===== config.mk =====
export PLATFORM = sky130hd
export DESIGN_NAME = div_statemachine
export DESIGN_NICKNAME = d
export VERILOG_FILES = /design/src/rtl/datapath_pkg.sv /design/src/rtl/div_statemachine.sv
export SDC_FILE = /design/constraint.sdc
export NUM_CORES = 1
export LEC_CHECK = 0
export CAP_MARGIN = 20
export CORE_AREA = 4 4 41 43
export DETAILED_ROUTE_END_ITERATION = 7
export DIE_AREA = 0 0 45 47
export HOLD_SLACK_MARGIN = 0.06
export SLEW_MARGIN = 20
export SYNTH_ARGS = -nofsm -noshare
export SYNTH_HDL_FRONTEND = slang
export SYNTH_SLANG_ARGS = --single-unit

===== constraint.sdc =====
create_clock -name clk -period 2.9 [get_ports clk]
set_input_delay 0.58 -clock clk [delete_from_list [all_inputs] [get_ports clk]]
set_output_delay 0.58 -clock clk [all_outputs]
set_load 0.02 [all_outputs]

===== src/rtl/datapath_pkg.sv =====
// Shared constants for the register-bank/ALU datapath: ALU opcodes, bus indices
// and the division sequencer state encoding.
package datapath_pkg;

    localparam logic [2:0] ALU_ADD   = 3'd0;
    localparam logic [2:0] ALU_SUB   = 3'd1;
    localparam logic [2:0] ALU_INC   = 3'd2;
    localparam logic [2:0] ALU_PASSA = 3'd3;
    localparam logic [2:0] ALU_AND   = 3'd4;
    localparam logic [2:0] ALU_OR    = 3'd5;
    localparam logic [2:0] ALU_XOR   = 3'd6;
    localparam logic [2:0] ALU_SHL   = 3'd7;

    // Bus A/B indices; on bus C index 7 means "write nothing".
    localparam logic [2:0] REG_R0   = 3'd0;
    localparam logic [2:0] REG_R1   = 3'd1;
    localparam logic [2:0] REG_R2   = 3'd2;
    localparam logic [2:0] REG_ZERO = 3'd3;
    localparam logic [2:0] REG_K0   = 3'd6;
    localparam logic [2:0] REG_K1   = 3'd7;
    localparam logic [2:0] WR_NONE  = 3'd7;

    typedef enum logic [3:0] {
        ST_IDLE,
        ST_LOAD_N,
        ST_LOAD_D,
        ST_CLR_Q,
        ST_CHK_Z,
        ST_CMP,
        ST_SUBT,
        ST_INCQ,
        ST_DONE,
        ST_ERR
    } div_state_e;

endpackage


===== src/rtl/div_statemachine.sv =====
// Moore sequencer doing unsigned 8-bit division by repeated subtraction on the
// shared datapath: quotient ends in R2, remainder in R0.
module div_statemachine
    import datapath_pkg::*;
#(
    parameter int SELECTIONALU  = 3,
    parameter int SELECTIONDECO = 3,
    parameter int SRC_N         = 6,
    parameter int SRC_D         = 7
) (
    input  logic                     clk,
    input  logic                     lowRst,
    input  logic                     sStart,
    input  logic                     sOverflow,
    input  logic                     sNegative,
    input  logic                     sZero,
    input  logic                     sPar,
    input  logic                     sCarry,
    output logic [SELECTIONDECO-1:0] sSelDecoA,
    output logic [SELECTIONDECO-1:0] sSelDecoB,
    output logic [SELECTIONDECO-1:0] sSelDecoC,
    output logic [SELECTIONALU-1:0]  sSelAlu,
    output logic                     sBusy,
    output logic                     sDone,
    output logic                     sDivZero
);

    div_state_e state_q;
    div_state_e state_d;

    logic unused_flags;
    assign unused_flags = sOverflow ^ sNegative ^ sPar;

    always_ff @(posedge clk or negedge lowRst) begin
        if (!lowRst) begin
            state_q <= ST_IDLE;
        end else begin
            state_q <= state_d;
        end
    end

    // Idle control word is the default; each state overrides only what it needs.
    always_comb begin
        state_d   = state_q;
        sSelDecoA = SELECTIONDECO'(REG_ZERO);
        sSelDecoB = SELECTIONDECO'(REG_ZERO);
        sSelDecoC = SELECTIONDECO'(WR_NONE);
        sSelAlu   = SELECTIONALU'(ALU_ADD);
        sBusy     = 1'b1;
        sDone     = 1'b0;
        sDivZero  = 1'b0;

        case (state_q)
            ST_IDLE: begin
                sBusy = 1'b0;
                if (sStart) begin
                    state_d = ST_LOAD_N;
                end
            end
            ST_LOAD_N: begin
                sSelDecoA = SELECTIONDECO'(SRC_N);
                sSelDecoC = SELECTIONDECO'(REG_R0);
                state_d   = ST_LOAD_D;
            end
            ST_LOAD_D: begin
                sSelDecoA = SELECTIONDECO'(SRC_D);
                sSelDecoC = SELECTIONDECO'(REG_R1);
                state_d   = ST_CLR_Q;
            end
            ST_CLR_Q: begin
                sSelDecoC = SELECTIONDECO'(REG_R2);
                state_d   = ST_CHK_Z;
            end
            ST_CHK_Z: begin
                sSelDecoA = SELECTIONDECO'(REG_R1);
                state_d   = sZero ? ST_ERR : ST_CMP;
            end
            // Borrow on R0 - R1 means the remainder is already below the divisor.
            ST_CMP: begin
                sSelDecoA = SELECTIONDECO'(REG_R0);
                sSelDecoB = SELECTIONDECO'(REG_R1);
                sSelAlu   = SELECTIONALU'(ALU_SUB);
                state_d   = sCarry ? ST_DONE : ST_SUBT;
            end
            ST_SUBT: begin
                sSelDecoA = SELECTIONDECO'(REG_R0);
                sSelDecoB = SELECTIONDECO'(REG_R1);
                sSelDecoC = SELECTIONDECO'(REG_R0);
                sSelAlu   = SELECTIONALU'(ALU_SUB);
                state_d   = ST_INCQ;
            end
            ST_INCQ: begin
                sSelDecoA = SELECTIONDECO'(REG_R2);
                sSelDecoC = SELECTIONDECO'(REG_R2);
                sSelAlu   = SELECTIONALU'(ALU_INC);
                state_d   = ST_CMP;
            end
            ST_DONE: begin
                sDone   = 1'b1;
                state_d = ST_IDLE;
            end
            ST_ERR: begin
                sDone    = 1'b1;
                sDivZero = 1'b1;
                state_d  = ST_IDLE;
            end
            default: begin
                state_d = ST_IDLE;
            end
        endcase
    end

endmodule


==> flow_metrics.env, run 1 <==
export IMPL_status="finished clean"
export IMPL_fmax_mhz=415.2
export IMPL_drt_first_pass_iters=3
export IMPL_syn_inst=50
export IMPL_drt_iter0_drc=5
export IMPL_dp_final_hpwl_um=576.6
export IMPL_top_regs="state_q x4"
export IMPL_r2r_start="state_q[1]"
export IMPL_netlist_area_sq_um=375.4
export IMPL_crit_arrival_ps=1830
export IMPL_slowest_stage="clkdlybuf4s50_1"
export IMPL_gp_congestion=0.7732
export IMPL_final_min_clock_period_ps=2408
export IMPL_diodes=0
export IMPL_power_density_mw_per_mm2=1338
export IMPL_layout_common_cells="clkdlybuf4s50_1, nand2_1, nor2_1, dfrtp_1"
export IMPL_wl_um=781
export IMPL_synth_distinct_cells=26
export IMPL_tns_ps=0
export IMPL_p_leak_nw=0.2398
export IMPL_power_frac_clock_pct=9.5
export IMPL_rsz0062_at_grt="false"
export IMPL_utilization_pct=40.67
export IMPL_ys_ff_latch=4
export IMPL_swShare_pct=46.47
export IMPL_dieArea_sq_mm=0.002115
export IMPL_grt_max_degree=14
export IMPL_regMostFlops="state_q"
export IMPL_max_stage_delay_ps=530
export IMPL_power_internal_mw=0.3791
export IMPL_synth_compound_area_share_pct=17.00
export IMPL_hold_viol=0
export IMPL_crit_chain="and2b_4 -> a21oi_1 -> or2_1 -> clkdlybuf4s50_1"
export IMPL_largest_reg_flops=4
export IMPL_drive_above_1_share_pct=15.87
export IMPL_clock_latency_ps=230
export IMPL_core_sq_mm=0.001301
export IMPL_synth_top_family_by_area="simple AND/OR/NAND/NOR gates"
export IMPL_rows=13
export IMPL_crit_path_end_kind="primary output"
export IMPL_final_max_slew_viol_count=0
export IMPL_skew_ps=0.4798
export IMPL_synth_xor_area_share_pct=0
export IMPL_grt_pass1_wl_um=1352
export IMPL_final_common_cell="clkdlybuf4s50_1"
export IMPL_finalPower_mw=0.7083
export IMPL_setup_ws_ps=491.7
export IMPL_path_clk_slew_ps=40
export IMPL_final_antenna_net_count=0
export IMPL_final_nets=73
export IMPL_grt_total_usage_pct=9.012
export IMPL_max_cap_violations=0
export IMPL_via_per_inst=4.372
export IMPL_ff2ff_setup_slack_ps=1830
export IMPL_stdcell_count=78
export IMPL_cts_sinks=4
export IMPL_dpl_cell_area_sq_um=506.7
export IMPL_avgSynthCellArea_sq_um=7.507
export IMPL_critical_path_class="flop to primary output"
export IMPL_antenna_found_initial=0
export IMPL_io_buffer_count=16
export IMPL_p_comb_share_pct=68.7
export IMPL_overflow=0
export IMPL_holdCritPathClass="input port to async pin"
export IMPL_synth_simple_gate_area_share_pct=35.00
export IMPL_cp_max_fo=11
export IMPL_initial_core_util_pct=28.85
export IMPL_htree_levels=1
export IMPL_post_drt_wl_per_cell_um=10.01
export IMPL_post_cts_buffers=0
export IMPL_cts_tree="done"
export IMPL_chipHeight_um=47
export IMPL_pre_cts_ws_ps=724.0
export IMPL_critPathRequiredTime_ps=2320
export IMPL_vias=341
export IMPL_period_share_pct=83.04
export IMPL_cts_resized=0
export IMPL_critPathTopFamily="simple AND/OR/NAND/NOR gates"
export IMPL_holdWs_ps=550.7
export IMPL_crit_buf_inv=1
export IMPL_rr_endpoint="state_q[0]"
export IMPL_placed_cells=75
export IMPL_p_switching_mw=0.3292
export IMPL_cts_root_buf="clkbuf_4"
export IMPL_grt_pass1_vias=332
export IMPL_seq_power_share_pct=21.7
export IMPL_setup_violations=0
export IMPL_syn2layout_area_growth_pct=41.00
export IMPL_synth_mux_area_share_pct=2.667
export IMPL_cp_depth=4
export IMPL_ios=23
export IMPL_cts_buffers=3
export IMPL_yosysWarnings=0
export IMPL_reg2reg_depth=2
export IMPL_cts_hold_buffers=0
export IMPL_finalInstanceArea_sq_um=529.3
export IMPL_peakVddDrop_mv=0.4878
export IMPL_synth_adder_area_share_pct=0
export IMPL_yosysSeqAreaShare_pct=26.67
export IMPL_drc=0
export IMPL_cts_buffer_depth=2
export IMPL_die_w_um=45
export IMPL_critPathLaunchType="flop"
## per-layer routing
metal  global-route usage (%)  vias to the layer above  wire length, um
li1                         -                      180                -
met1                    11.39                      142              355
met2                    12.99                       17              336
met3                    1.149                        2               77
met4                    8.772                        0               12
met5                        0                        -                0
## cell usage after synthesis, drive strengths merged
library cell  instances  area share [%]
inv                   3             3.0
nand2b                2             3.3
a21o                  3             6.0
dfrtp                 4              27
mux2i                 1             2.7
and3                  1             1.7
a211oi                1             2.0
and2b                 1             2.7
conb                  2             2.0
o21ai                 3             5.0
nor3                  3             5.3
nand2                 5             5.0
buf                   7              14
nor2                  6             6.7
and2                  1             1.7
or2                   1             1.7
nor2b                 3             7.0
a21oi                 3             4.0
## final cells by class
cell class | count | area, sq um
well taps | 15 | 18.77
flip-flops and latches | 4 | 100.1
repair buffers | 16 | 160.2
inverters | 3 | 11.26
clock buffers | 3 | 22.52
multi-input cells | 37 | 216.5
fillers | 151 | 772.0
## how the worst max path moves through the flow
stage,startpoint,endpoint
after CTS,state_q[0],sSelDecoC[1]
after detailed placement,state_q[0],sSelDecoC[1]
final,state_q[0],sSelDecoC[1]
after global placement,state_q[0],sSelDecoA[2]
after global routing,state_q[0],sSelDecoA[2]
after floorplan,state_q[1],sSelAlu[0]
## power groups by stage
| stage | clock (mW) | combinational (mW) | sequential, mW |
|---|---|---|---|
| 2_1_floorplan | 0 | 0.387 | 0.0891 |
| 3_3_place_gp | 0 | 0.491 | 0.154 |
| 3_5_place_dp | 0 | 0.492 | 0.156 |
| 4_1_cts | 0.0704 | 0.495 | 0.155 |
| 5_1_grt | 0.0753 | 0.533 | 0.164 |
| 6_report | 0.0676 | 0.487 | 0.154 |
## cells by family after synthesis
kind of cell | count (synthesis)
AOI/OAI and AO/OA | 10
other | 2
muxes | 1
and+or+nand+nor | 23
buffers and inverters | 10
DFF | 4
(Power assumes the default switching activity.)
==> inputs of run 2 (changes only) <==
Settings changed: PLACE_DENSITY set to 0.66.
Clock period 2.9 ns to 1.94 ns, I/O delays scaled along.
==> run 2 against run 1 <==
Compared with the run above:
- power up 46%
- worst hold slack worse by 200 ps
- combinational power rose by 53%
- register-to-register slack lost 920 ps
- critical path type unchanged
- sequential power is 21% higher
==> flow_metrics.env, run 2 (synthesis gave the netlist of run 1 again) <==
export IMPL_grt_total_usage_pct=9.358
export IMPL_tns_ps=0
export IMPL_critPathLaunchType="flop"
export IMPL_fmax_mhz=540.3
export IMPL_grt_pass1_vias=312
export IMPL_top_regs="state_q x4"
export IMPL_overflow=0
export IMPL_cts_tree="done"
export IMPL_p_leak_nw=0.2835
export IMPL_holdCritPathClass="input port to async pin"
export IMPL_max_stage_delay_ps=390
export IMPL_final_antenna_net_count=0
export IMPL_syn2layout_area_growth_pct=46.33
export IMPL_rsz0062_at_grt="false"
export IMPL_critPathRequiredTime_ps=1550
export IMPL_setup_violations=0
export IMPL_clock_latency_ps=240
export IMPL_cts_buffers=3
export IMPL_wl_um=791
export IMPL_pre_cts_ws_ps=77.10
export IMPL_largest_reg_flops=4
export IMPL_drc=0
export IMPL_drt_iter0_drc=10
export IMPL_htree_levels=1
export IMPL_drt_first_pass_iters=4
export IMPL_max_cap_violations=0
export IMPL_placed_cells=79
export IMPL_crit_chain="and2b_4 -> a21oi_1 -> or2_1 -> dlygate4sd2_1"
export IMPL_ios=23
export IMPL_final_min_clock_period_ps=1851
export IMPL_initial_core_util_pct=28.85
export IMPL_grtUsageMet2_pct=11.58
export IMPL_dp_final_hpwl_um=614.7
export IMPL_grtUsageMet3_pct=2.682
export IMPL_period_share_pct=95.40
export IMPL_status="finished clean"
export IMPL_final_max_slew_viol_count=0
export IMPL_gp_congestion=0.8021
export IMPL_slowest_stage="dfrtp_1"
export IMPL_core_sq_mm=0.001301
export IMPL_chipHeight_um=47
export IMPL_final_common_cell="dlygate4sd2_1"
export IMPL_setup_ws_ps=89.24
export IMPL_cts_buffer_depth=2
export IMPL_cts_hold_buffers=0
export IMPL_multi_input_area_sq_um=216.5
export IMPL_dieArea_sq_mm=0.002115
export IMPL_critical_path_class="flop to primary output"
export IMPL_ff_latch_area_sq_um=101.3
export IMPL_drive_above_1_share_pct=22.39
export IMPL_grt_max_degree=11
export IMPL_diodes=0
export IMPL_busiest_layer="met1"
export IMPL_rows=13
export IMPL_vias=363
export IMPL_hold_viol=0
export IMPL_power_density_mw_per_mm2=1885
export IMPL_cts_sinks=4
export IMPL_post_drt_wl_per_cell_um=9.646
export IMPL_finalPower_mw=1.035
export IMPL_cts_root_buf="clkbuf_4"
export IMPL_io_buffer_count=16
export IMPL_regMostFlops="state_q"
export IMPL_crit_arrival_ps=1460
export IMPL_antenna_found_initial=0
export IMPL_via_per_inst=4.427
export IMPL_stdcell_count=82
export IMPL_path_clk_slew_ps=40
export IMPL_post_cts_buffers=0
export IMPL_nFillCells=151
export IMPL_peakVddDrop_mv=0.8033
export IMPL_cp_max_fo=4
export IMPL_skew_ps=2.821
export IMPL_layout_common_cells="dlygate4sd2_1, nand2_1, nor2_1, clkdlybuf4s50_1, buf_4"
export IMPL_final_nets=77
export IMPL_die_w_um=45
export IMPL_grt_pass1_wl_um=1359
export IMPL_crit_path_end_kind="primary output"
export IMPL_met1_usage_pct=11.95
[run 2: changes by cell type in the layout (fill, tap and decap cells not counted), sizes merged]
cell           change
buf                +4
dlygate4sd2       +11
dlymetal6s2s       +1
clkdlybuf4s50     -12
[run 2: cell type report]
type / count / share of cell area, %
multi-input cells: 37 / 39.41
well taps: 15 / 3.417
flip-flops and latches: 4 / 18.45
inverters: 3 / 2.050
repair buffers: 20 / 32.57
clock buffers: 3 / 4.100
[run 2: layer usage]
layer	routed length [um]	part of all wire, %	vias to the layer above
met5	0	0	-
met4	23	2.9	0
met3	120	15	4
met2	298	38	26
met1	349	44	145
li1	-	-	188
[run 2: power by group]
group	switching, mW	internal, mW	total [mW]
clock network	0.0339	0.0692	0.103
registers	0.0642	0.123	0.187
logic	0.408	0.337	0.745
[run 2: worst paths after layout]
check,slack (ps),start,cells past startpoint,endpoint
worst max-delay path,90,state_q[0],4,sSelDecoC[1]
worst min-delay path,350,lowRst,1,state_q[1]
worst max register to register,910,state_q[1],3,state_q[0]
worst min register to register,650,state_q[0],2,state_q[0]
max in group asynchronous,1410,lowRst,1,state_q[2]
min in group clk,650,state_q[0],2,state_q[0]
[run 2: critical path: cells and delay by family, from the launching register on]
kind | cells | cell delay (ps)
AOI/OAI and AO/OA | 1 | 40
buffers and inverters | 1 | 310
DFF | 1 | 390
and+or+nand+nor | 2 | 480
[run 2: per-stage QoR]
step | util (%) | instance area [sq um] | hold slack (ps)
detailed placement | 41.25 | 536.8 | 599.9
global route | 42.21 | 549.3 | 354.0
floorplan | - | 379.1 | 92.41
global placement | 41.25 | 536.8 | 596.5
CTS | 42.02 | 546.8 | 347.5
finish | 42.21 | 549.3 | 347.6
[run 2: timing repair]
item / CTS / global route
setup endpoints to repair: 11 / 1
hold endpoints to repair: 0 / 0
gates resized for setup: 12 / 1
